**src/rtl/alu_disp_pkg.sv**
```systemverilog
`default_nettype none
// +----------------------------------------------------------------------------+
// | alu_disp_pkg                                                               |
// | Op codes and active-low {g,f,e,d,c,b,a} glyphs for the ALU result display. |
// | Revision: 1.0                                                              |
// +----------------------------------------------------------------------------+
package alu_disp_pkg;

  localparam logic [1:0] OP_ADD = 2'b00;
  localparam logic [1:0] OP_SUB = 2'b01;
  localparam logic [1:0] OP_MUL = 2'b10;
  localparam logic [1:0] OP_DIV = 2'b11;

  localparam logic [6:0] SEG_0     = 7'h40;
  localparam logic [6:0] SEG_1     = 7'h79;
  localparam logic [6:0] SEG_2     = 7'h24;
  localparam logic [6:0] SEG_3     = 7'h30;
  localparam logic [6:0] SEG_4     = 7'h19;
  localparam logic [6:0] SEG_5     = 7'h12;
  localparam logic [6:0] SEG_6     = 7'h02;
  localparam logic [6:0] SEG_7     = 7'h78;
  localparam logic [6:0] SEG_8     = 7'h00;
  localparam logic [6:0] SEG_9     = 7'h10;
  localparam logic [6:0] SEG_A     = 7'h08;
  localparam logic [6:0] SEG_S     = 7'h12;
  localparam logic [6:0] SEG_P     = 7'h0C;
  localparam logic [6:0] SEG_D_LC  = 7'h21;
  localparam logic [6:0] SEG_C     = 7'h46;
  localparam logic [6:0] SEG_B_LC  = 7'h03;
  localparam logic [6:0] SEG_O_LC  = 7'h23;
  localparam logic [6:0] SEG_E     = 7'h06;
  localparam logic [6:0] SEG_BLANK = 7'h7F;

  function automatic logic [6:0] digit_glyph(input logic [3:0] d);
    case (d)
      4'd0:    digit_glyph = SEG_0;
      4'd1:    digit_glyph = SEG_1;
      4'd2:    digit_glyph = SEG_2;
      4'd3:    digit_glyph = SEG_3;
      4'd4:    digit_glyph = SEG_4;
      4'd5:    digit_glyph = SEG_5;
      4'd6:    digit_glyph = SEG_6;
      4'd7:    digit_glyph = SEG_7;
      4'd8:    digit_glyph = SEG_8;
      4'd9:    digit_glyph = SEG_9;
      default: digit_glyph = SEG_BLANK;
    endcase
  endfunction

endpackage
`default_nettype wire

```
**src/rtl/alu_result_display_glyph.sv**
```systemverilog
`default_nettype none
// +----------------------------------------------------------------------------+
// | seg7_glyph                                                                 |
// | Combinational glyph lookup for one display digit slot.                     |
// | Revision: 1.0                                                              |
// +----------------------------------------------------------------------------+
module seg7_glyph
  import alu_disp_pkg::*;
(
  input  logic [1:0] i_sel,
  input  logic [1:0] i_op,
  input  logic [3:0] i_result,
  input  logic       i_flag,
  output logic [6:0] o_seg_n
);

  logic       w_ge10;
  logic [3:0] w_units;

  always_comb begin
    w_ge10  = (i_result >= 4'd10);
    w_units = w_ge10 ? (i_result - 4'd10) : i_result;
    o_seg_n = SEG_BLANK;
    case (i_sel)
      2'd3: begin
        case (i_op)
          OP_ADD:  o_seg_n = SEG_A;
          OP_SUB:  o_seg_n = SEG_S;
          OP_MUL:  o_seg_n = SEG_P;
          default: o_seg_n = SEG_D_LC;
        endcase
      end
      2'd2: begin
        // The flag glyph names what the flag means for the current op.
        if (i_flag) begin
          case (i_op)
            OP_ADD:  o_seg_n = SEG_C;
            OP_SUB:  o_seg_n = SEG_B_LC;
            OP_MUL:  o_seg_n = SEG_O_LC;
            default: o_seg_n = SEG_E;
          endcase
        end
      end
      2'd1: begin
        if (w_ge10) o_seg_n = SEG_1;
      end
      default: o_seg_n = digit_glyph(w_units);
    endcase
  end

endmodule
`default_nettype wire

```
**src/rtl/alu_result_display.sv**
```systemverilog
`default_nettype none
// +----------------------------------------------------------------------------+
// | alu_result_display                                                         |
// | Captures ALU results and shows them on a 4-digit multiplexed 7-seg display.|
// | Revision: 1.0                                                              |
// +----------------------------------------------------------------------------+
module alu_result_display
  import alu_disp_pkg::*;
#(
  parameter int SCAN_DIV    = 25000,
  parameter int BLINK_TICKS = 250
) (
  input  logic       clk,
  input  logic       rst,
  input  logic       upd,
  input  logic [1:0] op,
  input  logic [3:0] result,
  input  logic       flag,
  output logic [6:0] seg_n,
  output logic [3:0] an_n,
  output logic       dp_n,
  output logic       disp_vld
);

  localparam int C_PRE_W = $clog2(SCAN_DIV);
  localparam int C_BLK_W = (BLINK_TICKS > 1) ? $clog2(BLINK_TICKS) : 1;
  localparam logic [C_PRE_W-1:0] C_PRE_MAX = C_PRE_W'(SCAN_DIV - 1);
  localparam logic [C_BLK_W-1:0] C_BLK_MAX = C_BLK_W'(BLINK_TICKS - 1);

  logic [C_PRE_W-1:0] r_pre;
  logic [1:0]         r_idx;
  logic               r_pend;
  logic [1:0]         r_p_op, r_d_op;
  logic [3:0]         r_p_result, r_d_result;
  logic               r_p_flag, r_d_flag;
  logic               r_vld;
  logic [C_BLK_W-1:0] r_blk_cnt;
  logic               r_phase;
  logic [6:0]         r_seg_n;
  logic [3:0]         r_an_n;

  logic       w_tick, w_commit, w_err;
  logic [6:0] w_glyph;

  assign w_tick   = (r_pre == C_PRE_MAX);
  // Commits happen only at the 3->0 wrap so a frame never mixes old and new values.
  assign w_commit = w_tick && (r_idx == 2'd3) && (r_pend || upd);
  assign w_err    = (r_d_op == OP_DIV) && r_d_flag;

  always_ff @(posedge clk or negedge rst) begin
    if (!rst) begin
      r_pre <= '0;
      r_idx <= 2'd0;
    end else begin
      r_pre <= w_tick ? '0 : r_pre + C_PRE_W'(1);
      if (w_tick) r_idx <= r_idx + 2'd1;
    end
  end

  always_ff @(posedge clk or negedge rst) begin
    if (!rst) begin
      r_pend     <= 1'b0;
      r_p_op     <= 2'd0;
      r_p_result <= 4'd0;
      r_p_flag   <= 1'b0;
      r_d_op     <= 2'd0;
      r_d_result <= 4'd0;
      r_d_flag   <= 1'b0;
      r_vld      <= 1'b0;
    end else if (w_commit) begin
      r_pend <= 1'b0;
      r_vld  <= 1'b1;
      if (upd) begin
        r_d_op     <= op;
        r_d_result <= result;
        r_d_flag   <= flag;
      end else begin
        r_d_op     <= r_p_op;
        r_d_result <= r_p_result;
        r_d_flag   <= r_p_flag;
      end
    end else if (upd) begin
      r_pend     <= 1'b1;
      r_p_op     <= op;
      r_p_result <= result;
      r_p_flag   <= flag;
    end
  end

  always_ff @(posedge clk or negedge rst) begin
    if (!rst) begin
      r_blk_cnt <= '0;
      r_phase   <= 1'b1;
    end else if (!w_err) begin
      r_blk_cnt <= '0;
      r_phase   <= 1'b1;
    end else if (w_tick) begin
      if (r_blk_cnt == C_BLK_MAX) begin
        r_blk_cnt <= '0;
        r_phase   <= ~r_phase;
      end else begin
        r_blk_cnt <= r_blk_cnt + C_BLK_W'(1);
      end
    end
  end

  seg7_glyph u_glyph (
    .i_sel    (r_idx),
    .i_op     (r_d_op),
    .i_result (r_d_result),
    .i_flag   (r_d_flag),
    .o_seg_n  (w_glyph)
  );

  always_ff @(posedge clk or negedge rst) begin
    if (!rst) begin
      r_seg_n <= SEG_BLANK;
      r_an_n  <= 4'hF;
    end else begin
      r_seg_n <= w_glyph;
      r_an_n  <= r_phase ? ~(4'b0001 << r_idx) : 4'hF;
    end
  end

  assign seg_n    = r_seg_n;
  assign an_n     = r_an_n;
  assign dp_n     = 1'b1;
  assign disp_vld = r_vld;

endmodule
`default_nettype wire

```
**config.mk**
```make
export PLATFORM = sky130hd
export DESIGN_NAME = alu_result_display
export DESIGN_NICKNAME = d
export VERILOG_FILES = /design/src/rtl/alu_disp_pkg.sv /design/src/rtl/alu_result_display_glyph.sv /design/src/rtl/alu_result_display.sv
export SDC_FILE = /design/constraint.sdc
export NUM_CORES = 1
export LEC_CHECK = 0
export CAP_MARGIN = 5
export CORE_MARGIN = 2
export CORE_UTILIZATION = 45
export CTS_BUF_LIST = sky130_fd_sc_hd__clkbuf_16
export CTS_CLUSTER_SIZE = 25
export DETAILED_ROUTE_END_ITERATION = 6
export MAX_ROUTING_LAYER = met4
export PLACE_DENSITY = 0.76
export SLEW_MARGIN = 20
export SYNTH_ARGS = -nofsm -noshare
export SYNTH_HDL_FRONTEND = slang
export SYNTH_SLANG_ARGS = --single-unit
```
**constraint.sdc**
```tcl
create_clock -name clk -period 2.5 [get_ports clk]
set_clock_uncertainty 0.1 [all_clocks]
set_input_delay 0.375 -clock clk [delete_from_list [all_inputs] [get_ports clk]]
set_output_delay 0.375 -clock clk [all_outputs]
set_load 0.1 [all_outputs]
```
==> flow_summary.yaml, run 1 <==
final_layout:
  drive_above_1_share: 0.170
  areaGrowthSynthToFinish_pct: 16.6
  nets: 326
  diodes: 0
setup_path:
  critical-path-top-delay-family: "simple AND/OR/NAND/NOR gates"
  r2r_setup_slack_ns: 0.10
  slowest_delay_ns: 0.62
  r2r_end: "r_blk_cnt[3]"
  cp.required_ns: 2.63
  r2r_cells: 5
  path_class: "flop to flop"
  r2r-start: "r_pre[4]"
  crit_fanout: 6
  cp-end-kind: "flop"
  worstPathCellList: "or4_4, or4_1, buf_4, nor4b_1, a31o_2"
  startpoint_type: "flop"
  crit_buf_inv: 1
  slowest_stage: "or4_1"
  worstPathArrival_ns: 2.53
synthesis:
  synthFlopType: "dfrtp_1"
  synth_area_um2: 2800
  synthCells: 273
  synthArstFlopShare: 1.00
  yosysWarnings: 0
  ys_seq_area_frac: 0.479
  synth-seq-cells: 53
  synth_cell_types: 51
  synth_top_cell_area_share: 0.367
  synth_nets: 300
  avgSynthCellArea_um2: 10.3
  yosys.area.top_type: "dfrtp_1"
  synth.area.top_cells: "dfrtp_1 (37%), dfstp_2 (11%), ha_1 (7.6%)"
  synth-edff-count: 0
sta:
  setup_tns_ns: 0
  slew_viol_final: 0
  period_share: 0.960
  report.final.hold_viol_count: 0
  clock.fmax_ghz: 0.417
  fin_crit_ns: 2.40
  hold_slack_ns: 0.384
  layout_setup_ws_ns: 0.101
  rsz0062_at_grt: "false"
  finalSetupViolCount: 0
placement:
  place_congestion: 0.873
  io_buffers: 21
  dp_hpwl_um: 3810
  post-place-ws_ns: 0.135
detailed_routing:
  met1_length_um: 2600
  vias_per_cell: 5.64
  wirelength_um: 5300
  num_vias: 2114
  drcViolationCount: 0
  routedWlPerCell_um: 14.1
  topRoutingLayerUsed: "met4"
  drtIter0Drc: 126
  met3_length_um: 220
  wl_met2_um: 2400
  dr.pass1.iters: 4
  route.antenna.remaining_nets: 0
hold_path:
  hp-start: "r_phase"
  whs_path_depth: 1
  whs_endpoint: "an_n[1]"
  hp-class: "flop to flop"
floorplanning:
  die_area_um2: 6870
  rows: 28
  core_area_um2: 5960
  io-pin-count: 23
  initial_core_util: 0.470
  die_h_um: 82.9
  die-width_um: 82.9
run_status:
  status: "complete, no violations"
grt:
  overflow: 0
  grt_pass1_wl_um: 9430
  grt_max_degree: 35
  grt_antenna_before_repair: 0
  grtUsageTotal: 0.170
  grt_pass1_vias: 2032
clocking:
  post_cts_buffers: 0
  cts_tree: "yes"
  worstSkewPairLatency_ns: 0.29
  clock_path_buffers: 2
  cts.sinks: 53
  htree_levels: 2
  path_clk_slew_ns: 0.07
  root_buffer: "clkbuf_16"
  cts-buffers-inserted: 5
pwr:
  leakage_nw: 1.46
  design_power_total_w: 0.00171
  ir_drop_uv: 355
  pwr_density_cell_nw_per_um2: 525
job:
  maxCapViolCount: 0
per-stage QoR:
step / instance area, um2 / util / std cells
3_3_place_gp: 3090 / 0.518 / 366
2_1_floorplan: 2800 / - / 273
6_report: 3260 / 0.548 / 375
3_5_place_dp: 3090 / 0.518 / 366
4_1_cts: 3260 / 0.548 / 375
5_1_grt: 3260 / 0.548 / 375
cells in the mapped netlist (2+ instances only):
cell       n
a21o_1     4
ha_1      17
o21ai_0   11
nand4b_1   3
nand3b_1   4
a311oi_1   2
a21oi_1    6
a22oi_1    2
dfrtp_1   41
nand3_1   19
a221oi_1   2
nand4_1    2
nor2b_1    3
xnor2_1    6
clkbuf_1   6
nor3_1     2
nand2_1   27
nor4_1     6
nand2b_1   2
and2_1     4
nor2_1    15
mux2_2     8
or4_1      2
xor2_1     8
a211oi_1   6
dfstp_2   12
inv_1     15
and3_1     6
a22o_1    10
layout make-up:
cell class	instances	area, um2
flip-flops and latches	53	1340
clock inverters	3	41.3
clock buffers	5	125
inverters	15	56.3
well taps	75	93.8
repair buffers	28	243
multi-input cells	196	1360
fillers	546	2690
registers in the layout, summed over array words and instances (netlist names), 2 cells and up:
| register | cells |
|---|---|
| r_pre | 15 |
| r_p_op | 2 |
| r_idx | 2 |
| an_n | 4 |
| r_p_result | 4 |
| r_blk_cnt | 8 |
| seg_n | 7 |
| r_d_result | 4 |
| r_d_op | 2 |
metal layers:
| metal | vias to the layer above | track usage |
|---|---|---|
| met4 | 0 | 0.0492 |
| met3 | 7 | 0.0318 |
| li1 | 1032 | - |
| met5 | - | - |
| met2 | 51 | 0.259 |
| met1 | 1024 | 0.234 |
how the worst max path moves through the flow:
stage	slack (ns)	cells after the start	from	endpoint
3_3_place_gp	0.16	4	r_pre[4]	r_blk_cnt[4]
4_1_cts	0.11	5	r_pre[4]	r_blk_cnt[5]
3_5_place_dp	0.14	5	r_pre[4]	r_blk_cnt[5]
5_1_grt	0.04	4	r_pre[6]	r_blk_cnt[4]
2_1_floorplan	0.17	5	r_pre[4]	r_blk_cnt[4]
6_report	0.10	5	r_pre[4]	r_blk_cnt[3]
logic make-up (layout without fill, tap and decap cells):
| family | Yosys count | in the layout | synth area share |
|---|---|---|---|
| multiplexers | 9 | 9 | 0.0358 |
| XOR/XNOR | 14 | 14 | 0.0438 |
| AND/OR/NAND/NOR | 102 | 102 | 0.194 |
| flip-flops | 53 | 53 | 0.479 |
| other | 1 | 1 | 0.00134 |
| buffers and inverters | 24 | 51 | 0.0340 |
| adder cells (fa/ha/maj) | 17 | 17 | 0.0760 |
| AO/OA/AOI/OAI | 53 | 53 | 0.136 |
where the power goes:
part | total, W | switching, W | internal [W]
Sequential | 0.000875 | 0.00000549 | 0.000870
Clock | 0.000767 | 0.000298 | 0.000469
Combinational | 0.0000725 | 0.0000399 | 0.0000326
layout by cell type, fill, tap and decap left out, types with 10 or more instances in the layout:
cell type and count:
nor2_1 15, buf_4 17, inv_1 15, nand3_1 19
dfrtp_1 41, dfstp_2 12, ha_1 17, a22o_1 10
nand2_1 27, o21ai_0 11
repair_timing:
action / CTS / global route
resized for setup: 0 / 0
endpoints found under the hold margin: 19 / 0
hold buffers: 1 / 0
Note: power is estimated with default switching activity, not from simulation.
==> run 2: changes to the inputs <==
--- a/config.mk
+++ b/config.mk
@@ -9,11 +9,13 @@
 export CORE_MARGIN = 2
 export CORE_UTILIZATION = 45
 export CTS_BUF_LIST = sky130_fd_sc_hd__clkbuf_16
+export CTS_CLUSTER_DIAMETER = 150
 export CTS_CLUSTER_SIZE = 25
 export DETAILED_ROUTE_END_ITERATION = 6
 export MAX_ROUTING_LAYER = met4
 export PLACE_DENSITY = 0.76
-export SLEW_MARGIN = 20
+export SLEW_MARGIN = 10
 export SYNTH_ARGS = -nofsm -noshare
 export SYNTH_HDL_FRONTEND = slang
+export SYNTH_HIERARCHICAL = 1
 export SYNTH_SLANG_ARGS = --single-unit
==> flow_summary.yaml, run 2 <==
run_status:
  status: "complete, no violations"
synthesis:
  synthArstFlopShare: 1.00
  synth_most_common_cell: "dfrtp_1"
  synthCells: 311
  synth_commonest_cells: "dfrtp_1 (41), nand2_1 (38), nor2_1 (23), o21ai_0 (21)"
  synth-seq-cells: 53
  synth_area_um2: 2980
  synth.area.top_cells: "dfrtp_1 (34%), dfstp_2 (11%), ha_1 (6.3%)"
  synth-edff-count: 0
  avgSynthCellArea_um2: 9.58
  synth_nets: 336
  synth_cell_types: 57
  yosys.area.top_type: "dfrtp_1"
  yosysWarnings: 6
  synthFlopType: "dfrtp_1"
  synth_top_cell_area_share: 0.344
  ys_seq_area_frac: 0.450
final_layout:
  nets: 355
  drive_above_1_share: 0.160
  most-common-layout-cells: "dfrtp_1 (41), nand2_1 (38), nor2_1 (23)"
  regMostFlops: "r_pre"
  fin_cells: 408
  diodes: 0
  mostFrequentLayoutCell: "dfrtp_1"
  largest_register_ffs: 15
  areaGrowthSynthToFinish_pct: 12.8
detailed_routing:
  drtIter0Drc: 226
  vias_per_cell: 5.54
  drcViolationCount: 0
  route.antenna.remaining_nets: 0
  dr.pass1.iters: 4
  routedWlPerCell_um: 14.1
  wirelength_um: 5770
  num_vias: 2261
clocking:
  cts_hold_buf: 0
  post_cts_buffers: 0
  htree_levels: 2
  clock_path_buffers: 2
  root_buffer: "clkbuf_16"
  cts_tree: "yes"
  cts_resized: 0
  worstSkewPairLatency_ns: 0.29
  cts.sinks: 53
  path_clk_slew_ns: 0.07
  cts-buffers-inserted: 5
sta:
  finalSetupViolCount: 0
  fin_crit_ns: 2.22
  period_share: 0.889
  slew_viol_final: 0
  setup_tns_ns: 0
  worst_slew_pin_slew_ns: 0.640
  max-slew-margin-rel: 0.573
  clock.fmax_ghz: 0.450
  rsz0062_at_grt: "false"
  report.final.hold_viol_count: 0
placement:
  io_buffers: 21
  place_congestion: 0.848
  dp_hpwl_um: 3970
  numPlacedInstances: 400
job:
  maxCapViolCount: 0
floorplanning:
  core_area_um2: 6390
  rows: 29
  die-width_um: 85.4
  initial_core_util: 0.467
  die_h_um: 85.4
  die_area_um2: 7290
  io-pin-count: 23
pwr:
  ir_drop_uv: 290
  leakage_nw: 1.56
  pwr_density_cell_nw_per_um2: 565
grt:
  grtUsageTotal: 0.176
  grt_pass1_vias: 2146
  overflow: 0
  grt_max_degree: 54
  grt_antenna_before_repair: 0
  grt_pass1_wl_um: 10100
setup_path:
  cp.required_ns: 2.63
  path_class: "flop to flop"
  r2r_cells: 7
  worstPathArrival_ns: 2.36
  crit_fanout: 14
  cp-end-kind: "flop"
  startpoint_type: "flop"
hold_path:
  hp-class: "primary input to async pin"
## run 2: changes by cell type in the layout (fill, tap and decap cells not counted), sizes merged, moves of 7 or more
| cell | before | now |
|---|---|---|
| a21oi | 6 | 13 |
| nand2 | 27 | 39 |
| nor2 | 15 | 24 |
| nand3 | 19 | 8 |
| a22o | 10 | 2 |
| o21ai | 12 | 22 |
## run 2: cell families (layout without fill, tap and decap cells)
family                   Yosys count  in the layout  share of synthesized area
AO/OA/AOI/OAI                     73             73                      0.161
XOR/XNOR                          13             13                     0.0382
adder cells (fa/ha/maj)           15             15                     0.0630
buffers and inverters             30             50                     0.0474
flip-flops                        53             53                      0.450
multiplexers                       7              7                     0.0264
other                              1              1                    0.00126
AND/OR/NAND/NOR                  119            119                      0.212
## run 2: through the flow
step	utilization	setup slack [ns]	hold WS (ns)	cell area (um2)	power [W]
3_5_place_dp	0.503	0.379	0.366	3210	0.00121
3_3_place_gp	0.503	0.409	0.364	3210	0.00120
4_1_cts	0.527	0.350	0.110	3360	0.00192
6_report	0.527	0.278	0.0836	3360	0.00190
5_1_grt	0.527	0.129	0.138	3360	0.00198
2_1_floorplan	-	0.550	-0.0206	2980	0.00114
## run 2: path summary, 6_finish.rpt
| kind | start | endpoint | slack (ns) |
|---|---|---|---|
| setup reg to reg | r_d_result[1] | seg_n[6] | 0.28 |
| setup / recovery | r_d_result[1] | seg_n[6] | 0.28 |
| max in group asynchronous | rst | r_d_result[0] | 1.78 |
| hold / removal | rst | r_blk_cnt[3] | 0.08 |
| min in group clk | disp_vld | disp_vld | 0.38 |
| hold reg to reg | disp_vld | disp_vld | 0.38 |
## run 2: cell type report
type / count / area (um2)
fillers: 598 / 3020
multi-input cells: 228 / 1500
flip-flops and latches: 53 / 1340
repair buffers: 27 / 220
clock buffers: 5 / 125
well taps: 77 / 96.3
inverters: 15 / 56.3
clock inverters: 3 / 26.3
## run 2: worst max-delay path, stage by stage, from the launching register on
cell and delay [ns]:
dfrtp_1 0.52, nand2b_1 0.24, o21ai_0 0.34, ha_1 0.29, or3b_1 0.13, a21oi_1 0.06, nor4_1 0.31, a22o_1 0.19
## run 2: per-layer routing
layer | wire, um | GRT usage
met2 | 2710 | 0.271
met4 | 66 | 0.0534
met3 | 228 | 0.0302
met5 | 0 | -
met1 | 2760 | 0.238
## run 2: where the power goes
group / internal, W / total [W] / switching, W
Sequential: 0.000896 / 0.000916 / 0.0000198
Combinational: 0.0000796 / 0.000275 / 0.000195
Clock: 0.000379 / 0.000709 / 0.000330
